<file path="config.mk">
export PLATFORM = sky130hd
export DESIGN_NAME = fake_imem_nport_flat
export DESIGN_NICKNAME = d
export VERILOG_FILES = /design/src/rtl/fake_imem_nport_if.sv /design/src/rtl/fake_imem_nport.sv /design/src/flat_wrapper.sv
export SDC_FILE = /design/constraint.sdc
export NUM_CORES = 2
export LEC_CHECK = 0
export BUFFER_PORTS_ARGS = -buffer_cell sky130_fd_sc_hd__buf_4
export CAP_MARGIN = 10
export CORE_MARGIN = 4
export CORE_UTILIZATION = 45
export CTS_BUF_LIST = sky130_fd_sc_hd__clkbuf_8
export DETAILED_ROUTE_END_ITERATION = 8
export HOLD_SLACK_MARGIN = 0.02
export SYNTH_ARGS = -nofsm -noshare
export SYNTH_HDL_FRONTEND = slang
export SYNTH_SLANG_ARGS = --single-unit
</file>
<file path="constraint.sdc">
create_clock -name clk -period 2.1 [get_ports clk]
set_input_delay 0.63 -clock clk [delete_from_list [all_inputs] [get_ports clk]]
set_output_delay 0.63 -clock clk [all_outputs]
set_load 0.005 [all_outputs]
</file>
<file path="src/rtl/fake_imem_nport_if.sv">
// Fetch-side bus for the fake instruction memory: preload port, flush,
// and per-port request/response handshakes packed as flat vectors.
interface fake_imem_nport_if #(
   parameter int P_NUM_PORTS = 2,
   parameter int P_DEPTH     = 64
);
   localparam int AW = $clog2(P_DEPTH);

   logic                     wr_en;
   logic [AW-1:0]            wr_addr;
   logic [31:0]              wr_data;
   logic                     flush;
   logic [P_NUM_PORTS-1:0]   req_val;
   logic [P_NUM_PORTS-1:0]   req_rdy;
   logic [32*P_NUM_PORTS-1:0] req_addr;
   logic [P_NUM_PORTS-1:0]   resp_val;
   logic [P_NUM_PORTS-1:0]   resp_rdy;
   logic [32*P_NUM_PORTS-1:0] resp_instr;
   logic [P_NUM_PORTS-1:0]   resp_err;

   // Core fetch stage / bench side
   modport master (
      output wr_en, wr_addr, wr_data, flush, req_val, req_addr, resp_rdy,
      input  req_rdy, resp_val, resp_instr, resp_err
   );

   // Memory model side
   modport slave (
      input  wr_en, wr_addr, wr_data, flush, req_val, req_addr, resp_rdy,
      output req_rdy, resp_val, resp_instr, resp_err
   );
endinterface

</file>
<file path="src/rtl/fake_imem_nport.sv">
// Multi-port instruction memory model: one shared word array, per-port
// fixed-latency response pipeline with backpressure and global flush.
module fake_imem_nport #(
   parameter int          P_NUM_PORTS = 2,
   parameter int          P_DEPTH     = 64,
   parameter logic [31:0] P_BASE      = 32'h200,
   parameter int          P_LAT       = 1,
   parameter logic [31:0] P_NOP       = 32'h00000013
) (
   input logic               clk,
   input logic               reset,
   fake_imem_nport_if.slave  bus
);
   localparam int AW = $clog2(P_DEPTH);

   logic [31:0] mem [P_DEPTH];

   logic [P_NUM_PORTS-1:0]    req_rdy_w;
   logic [P_NUM_PORTS-1:0]    resp_val_w;
   logic [P_NUM_PORTS-1:0]    resp_err_w;
   logic [32*P_NUM_PORTS-1:0] resp_instr_w;

   // Preload write; the array is deliberately outside reset so a program
   // survives a core reset. Reads in the same cycle see the old word.
   always_ff @(posedge clk) begin
      if (bus.wr_en) begin
         mem[bus.wr_addr] <= bus.wr_data;
      end
   end

   generate
      for (genvar gi = 0; gi < P_NUM_PORTS; gi++) begin : g_port
         logic [31:0]      addr;
         logic [31:0]      word_idx;
         logic             addr_err;
         logic [31:0]      rd_word;
         logic             stall;
         logic             accept;
         logic [P_LAT-1:0] val_q, val_d;
         logic [P_LAT-1:0] err_q, err_d;
         logic [31:0]      instr_q [P_LAT];
         logic [31:0]      instr_d [P_LAT];

         assign addr   = bus.req_addr[32*gi +: 32];
         // Whole pipe freezes while the head is valid and not taken.
         assign stall  = val_q[P_LAT-1] & ~bus.resp_rdy[gi];
         assign req_rdy_w[gi] = ~bus.flush & ~stall;
         assign accept = bus.req_val[gi] & req_rdy_w[gi];

         // Address decode and array lookup for the request presented this cycle
         always_comb begin
            word_idx = (addr - P_BASE) >> 2;
            addr_err = (addr[1:0] != 2'b00) || (addr < P_BASE) ||
                       (word_idx >= 32'(P_DEPTH));
            rd_word  = mem[word_idx[AW-1:0]];
         end

         // Next pipeline contents: hold on stall, else shift toward the head
         always_comb begin
            val_d   = val_q;
            err_d   = err_q;
            instr_d = instr_q;
            if (!stall) begin
               for (int k = 1; k < P_LAT; k++) begin
                  val_d[k]   = val_q[k-1];
                  err_d[k]   = err_q[k-1];
                  instr_d[k] = instr_q[k-1];
               end
               val_d[0]   = accept;
               err_d[0]   = addr_err;
               instr_d[0] = addr_err ? P_NOP : rd_word;
            end
            if (bus.flush) begin
               val_d = '0;
            end
         end

         // Pipeline registers; reset drops everything in flight at once
         always_ff @(posedge clk or negedge reset) begin
            if (!reset) begin
               val_q <= '0;
               err_q <= '0;
               for (int k = 0; k < P_LAT; k++) begin
                  instr_q[k] <= '0;
               end
            end else begin
               val_q   <= val_d;
               err_q   <= err_d;
               instr_q <= instr_d;
            end
         end

         assign resp_val_w[gi]            = val_q[P_LAT-1];
         assign resp_err_w[gi]            = err_q[P_LAT-1];
         assign resp_instr_w[32*gi +: 32] = instr_q[P_LAT-1];
      end
   endgenerate

   assign bus.req_rdy    = req_rdy_w;
   assign bus.resp_val   = resp_val_w;
   assign bus.resp_err   = resp_err_w;
   assign bus.resp_instr = resp_instr_w;
endmodule

</file>
<file path="src/flat_wrapper.sv">
// flat-port wrapper written by rule: the top's interface ports become plain ports
module fake_imem_nport_flat 
#(
   parameter int          P_NUM_PORTS = 2,
   parameter int          P_DEPTH     = 64,
   parameter logic [31:0] P_BASE      = 32'h200,
   parameter int          P_LAT       = 1,
   parameter logic [31:0] P_NOP       = 32'h00000013
)
  (clk, reset, bus_wr_en, bus_wr_addr, bus_wr_data, bus_flush, bus_req_val, bus_req_addr, bus_resp_rdy, bus_req_rdy, bus_resp_val, bus_resp_instr, bus_resp_err);
  fake_imem_nport_if #(.P_NUM_PORTS(P_NUM_PORTS), .P_DEPTH(P_DEPTH)) bus_i ();
  input logic clk;
  input logic reset;
  input wire logic [$bits(bus_i.wr_en)-1:0] bus_wr_en;
  input wire logic [$bits(bus_i.wr_addr)-1:0] bus_wr_addr;
  input wire logic [$bits(bus_i.wr_data)-1:0] bus_wr_data;
  input wire logic [$bits(bus_i.flush)-1:0] bus_flush;
  input wire logic [$bits(bus_i.req_val)-1:0] bus_req_val;
  input wire logic [$bits(bus_i.req_addr)-1:0] bus_req_addr;
  input wire logic [$bits(bus_i.resp_rdy)-1:0] bus_resp_rdy;
  output wire logic [$bits(bus_i.req_rdy)-1:0] bus_req_rdy;
  output wire logic [$bits(bus_i.resp_val)-1:0] bus_resp_val;
  output wire logic [$bits(bus_i.resp_instr)-1:0] bus_resp_instr;
  output wire logic [$bits(bus_i.resp_err)-1:0] bus_resp_err;
  assign bus_i.wr_en = bus_wr_en;
  assign bus_i.wr_addr = bus_wr_addr;
  assign bus_i.wr_data = bus_wr_data;
  assign bus_i.flush = bus_flush;
  assign bus_i.req_val = bus_req_val;
  assign bus_i.req_addr = bus_req_addr;
  assign bus_i.resp_rdy = bus_resp_rdy;
  assign bus_req_rdy = bus_i.req_rdy;
  assign bus_resp_val = bus_i.resp_val;
  assign bus_resp_instr = bus_i.resp_instr;
  assign bus_resp_err = bus_i.resp_err;
  fake_imem_nport #(.P_NUM_PORTS(P_NUM_PORTS), .P_DEPTH(P_DEPTH), .P_BASE(P_BASE), .P_LAT(P_LAT), .P_NOP(P_NOP)) u_core (.clk(clk), .reset(reset), .bus(bus_i));
endmodule
</file>
; ---- After elaboration in Yosys (flattened, before gate mapping)
; Memories as Yosys holds them, arrays and structs flattened.
; Index checks and enable logic that the tools add are counted.
[op_classes]
add_sub_neg = 2
order_cmp = 4
eq_ne = 2
mux = 8
n_bitwise = 11
reduce_logical = 6
[ops]
columns = cell, count
row1 = "32-bit by 10-bit < comparator with 1-bit output, second input constant", 2
row2 = 32-bit 2-to-1 mux, 2
row3 = "32-bit by 10-bit subtractor with 32-bit output, second input constant", 2
row4 = "30-bit by 7-bit >= comparator with 1-bit output, second input constant", 2
row5 = 1-bit AND, 6
row6 = 1-bit 2-to-1 mux, 6
row7 = 1-bit NOT, 5
row8 = 1-bit logical OR, 4
row9 = "2-bit inequality test, second input constant", 2
row10 = 2-bit nonzero test, 2
[totals]
register_bits = 68
ram_bits = 2048
in_bits = 110
output_inout_bits = 70
word_cells = 40
memories = 1
[mem_list]
columns = name, depth, width, read_ports, rd_ports_with_merged_regs, write_ports, line_no
row1 = u_core.mem, 64, 32, 2, 0, 1, fake_imem_nport.sv:16  ; logic [31:0] mem [P_DEPTH];

; ---- Longest topological paths before layout
[logic_depth]
word_depth = 7
mapped_depth = 11
ltp_nobuf = 8

; ---- Least setup slack after synthesis
; Ideal clock, no wire load.
[synth_path]
path_kind = input -> register
from = in bus_wr_addr[3]
to = mem u_core.mem[48][0], enable pin
setup_time_ns = 0.461
arrival_ns = 3.354
required_ns = 1.639
path_slack_ns = -1.715
cell_stages = 4
n_path_buf = 1
cell_sequence = clkbuf_1 nor2b_1 nand4b_1 nor3_1
[synth_rtl]
columns = element, line_no
row1 = "start, declared", flat_wrapper.sv:15  ; input wire logic [$bits(bus_i.wr_addr)-1:0] bus_wr_addr;
row2 = "end, declared", fake_imem_nport.sv:16
; Straight into the memory's write port.

; ---- Worst setup path in the final report
[layout_path]
from = reg u_core.g_port[1].val_q
to = reg u_core.g_port[1].instr_q[0] (netlist name)
[layout_between]
elab_chain_len = 1
[layout_lines]
columns = element, line_no
row1 = "start, declared", fake_imem_nport.sv:39  ; logic [P_LAT-1:0] val_q, val_d;
row2 = "start signal, assigned", fake_imem_nport.sv:87  ; val_q <= val_d;
row3 = 1-bit AND, fake_imem_nport.sv:46  ; assign stall = val_q[P_LAT-1] & ~bus.resp_rdy[gi];
row4 = "end signal, assigned", fake_imem_nport.sv:89  ; instr_q <= instr_d;
row5 = "end, declared", fake_imem_nport.sv:41  ; logic [31:0] instr_q [P_LAT];
; Every way passes these cells.
; A chain may end at the register's enable or synchronous reset.

==> metrics.csv <==
stage,metric,value,unit
clock_tree,clock-pin slew on the worst setup and hold paths,0.06,ns
pwr,PD cells,767,nW/um^2
clock_tree,clk buf depth,4,
timing,Fin Clk Skew,0.0578,ns
synthesis,share of the synthesized area in the top cell type,64.5,%
critical_path,"most used cell, CP",buf_12,
synthesis,"Seq/Total Area, Yosys",66.3,%
timing,RSZ-0062 raised after global routing,true,
clock_tree,TritonCTS Buffers,368,
synthesis,top-count cell post-synth,edfxtp_1,
synthesis,dominant cell type by area after synthesis,edfxtp_1,
critical_path,Worst setup EP type,flip-flop,
timing,setup TNS,-24.32,ns
critical_path,startpoint class of the critical path,flip-flop,
floorplanning,initial core utilization,45.3,%
run_status,failing checks,setup timing,
critical_path,crit-path max cell delay,0.51,ns
synthesis,Syn Area/Cell,19.4,sq um
placement,Place WS,-1.25,ns
routing,Final ANT Viol Nets,0,
routing,vias per cell,6.86,
clock_tree,Clock Latency Late Sink,1.11,ns
clock_tree,Root Driver,clkbuf_8,
synthesis,post-synth net total,5034,
timing,Final Max Tran Viols,0,
synthesis,synthesis warning total,0,
placement,HPWL after detailed placement,249000,um
placement,gpl congestion,0.917,
run,Max Cap Violations,0,
synthesis,"Top FF cell, synth",edfxtp_1,
clock_tree,clk sinks,2116,
synthesis,"FFs w/ async S/R, synth",3.21,%
pwr,P_leak,39.9,nW
clock_tree,CTS tree,done,
finish,final non-filler cell total,9199,
finish,fill count,16058,
clock_tree,Max H-tree Level,5,
global_routing,first-pass GRT wire length,509000,um
run_status,status,"finished, violations left",
finish,Syn-to-layout area delta,24.5,%
critical_path,crit-path cells,"nor2b_4, buf_8, or3_4, a2111oi_4, nand3_1, or4_4, buf_12, buf_12, o22a_1",
routing,routed len/inst,40.8,um
synthesis,Cell variety after synth,65,
global_routing,vias in the first global route,62550,
timing,Slew @ Worst Pin,0.917,ns
placement,port bufs,179,
floorplanning,Die Ht,468,um
timing,Final Cycle Share,122,%
critical_path,Critical Path AT,3.53,ns
synthesis,number of synthesized flops with an enable pin,2048,
timing,fin worst setup slack,-0.457,ns
timing,# setup viols final,103,
timing,post-layout min period,2.56,ns
global_routing,initial antenna violation count,27,
synthesis,Synth top cells by count,"edfxtp_1, mux4_2, o22ai_1, mux2i_1, clkbuf_1",
timing,Fmax,391,MHz
routing,DR vias,63074,
routing,Starting DRT DRC Count,10317,
floorplanning,IO Count,180,
min_path,Hold WC Path Type,input port to flip-flop,
critical_path,Worst path slowest cell,or4_4,
finish,final instance area,119000,sq um
critical_path,CP max FO,5,
finish,fraction of layout cells with a size suffix above 1,42.7,%
floorplanning,Core Region,210000,sq um
timing,Hold Fails Final Rpt,0,
pwr,VDD IR max,673,uV
global_routing,All-Layer GR Usage,34.1,%
routing,Detailed Routing Iterations Pass 1,8,
floorplanning,DIE AREA,219000,sq um
global_routing,largest net degree at the start of global routing,65,
global_routing,total gr overflow,0,
floorplanning,Die X,468,um
synthesis,Yosys reg bits,2116,
routing,Routed WL,376000,um
floorplanning,row count,168,
placement,Area after DPL,111000,sq um
synthesis,Synth Instances,4922,
timing,headroom to the max-slew limit,38.8,%
pwr,Total Power,91.0,mW
critical_path,Setup CP Type,flip-flop to flip-flop,
critical_path,WP data required,3.07,ns
finish,nets@finish,6212,
routing,post-route DRC violation count,0,
synthesis,largest cells by area after synthesis,"edfxtp_1, mux4_2, mux2i_1",
synthesis,"Cell Area, Synth",95300,sq um
placement,DP Cell Count,8472,
[metal layers]
metal / vias up / global-route usage (%) / wire length, um
met3: 1039 / 8.93 / 46900
met1: 33140 / 45.4 / 134000
met2: 4938 / 51.9 / 172000
met4: 10 / 17.9 / 22900
li1: 23947 / - / -
met5: - / 0.154 / 92
[worst max-delay path, delay by kind of cell, from the launching register on]
family,cells,cell delay (ns)
buf+inv,3,0.48
compound gates,2,0.44
flops,1,0.38
simple gates,4,1.13
[cell usage in the layout (no fill, tap or decap), drive strengths merged, types with 14 or more instances in the layout]
cell type / n
o22ai: 346
diode: 22
o31ai: 19
nor2: 119
clkbuf: 390
nand3: 50
a21oi: 29
edfxtp: 2048
o21ai: 72
inv: 108
a22oi: 123
nand2: 127
o211ai: 18
nor4: 66
mux4: 898
dfrtp: 68
a221oi: 17
dlygate4sd3: 18
clkinv: 136
nand4: 17
mux2i: 257
buf: 1173
a211oi: 39
nor2b: 14
nand2b: 33
o221ai: 17
nor3: 46
[flip-flops by register name (all words and copies together), names as in the netlist]
| name | count |
|---|---|
| u_core.g_port.val_q | 2 |
| u_core.g_port.instr_q | 64 |
| u_core.mem | 2048 |
| u_core.g_port.err_q | 2 |
[through the flow]
stage | util [%] | hold slack, ns
floorplan | - | 0.334
global placement | 52.7 | 0.465
detailed placement | 52.7 | 0.472
CTS | 56.4 | 0.0208
global route | 56.4 | 0.0574
finish | 56.4 | 0.0516
[power by group]
group / total (mW) / switching, mW / internal [mW]
registers: 46.7 / 0.120 / 46.6
clock network: 35.7 / 17.3 / 18.4
logic: 8.62 / 4.82 / 3.80
[layout make-up]
type	count	area [sq um]	share of cell area (%)
multi-input cells	2415	31400	26.4
diodes	22	55.1	0.0464
clock inverters	253	1330	1.12
clock buffers	389	5350	4.51
repair buffers	1192	13700	11.6
inverters	7	41.3	0.0348
well taps	2805	3510	2.96
flip-flops and latches	2116	63200	53.3
[kinds of logic (layout without fill, tap and decap cells)]
logic type | Yosys count | count (layout) | synth area share (%)
other | 0 | 22 | 0
AOI/OAI and AO/OA | 713 | 713 | 5.05
and+or+nand+nor | 539 | 539 | 2.88
xor gates and xnor gates | 5 | 5 | 0.0460
buffers and inverters | 391 | 1841 | 1.75
adders and majority gates | 2 | 2 | 0.0263
DFF | 2116 | 2116 | 66.3
muxes | 1156 | 1156 | 23.9
[what timing repair did]
item	CTS	global route
endpoints found under the hold margin	230	0
setup endpoints to repair	104	130
pin swaps	3	9
resized for setup	131	8
buffers inserted	31	14
cloned	4	0
hold buffers	18	0
[final timing paths]
path,start,endpoint,slack (ns),cells past startpoint
hold / removal,bus_wr_data[25],u_core.mem[36][25],0.05,1
setup reg to reg,u_core.g_port[1].val_q,u_core.g_port[1].instr_q[0],-0.46,9
min in group asynchronous,reset,u_core.g_port[1].instr_q[25],0.17,2
max in group asynchronous,reset,u_core.g_port[0].instr_q[14],1.27,3
setup / recovery,u_core.g_port[1].val_q,u_core.g_port[1].instr_q[0],-0.46,9
hold reg to reg,u_core.g_port[0].instr_q[12],u_core.g_port[0].instr_q[12],0.50,2
Power figures use the tool's default switching activity.
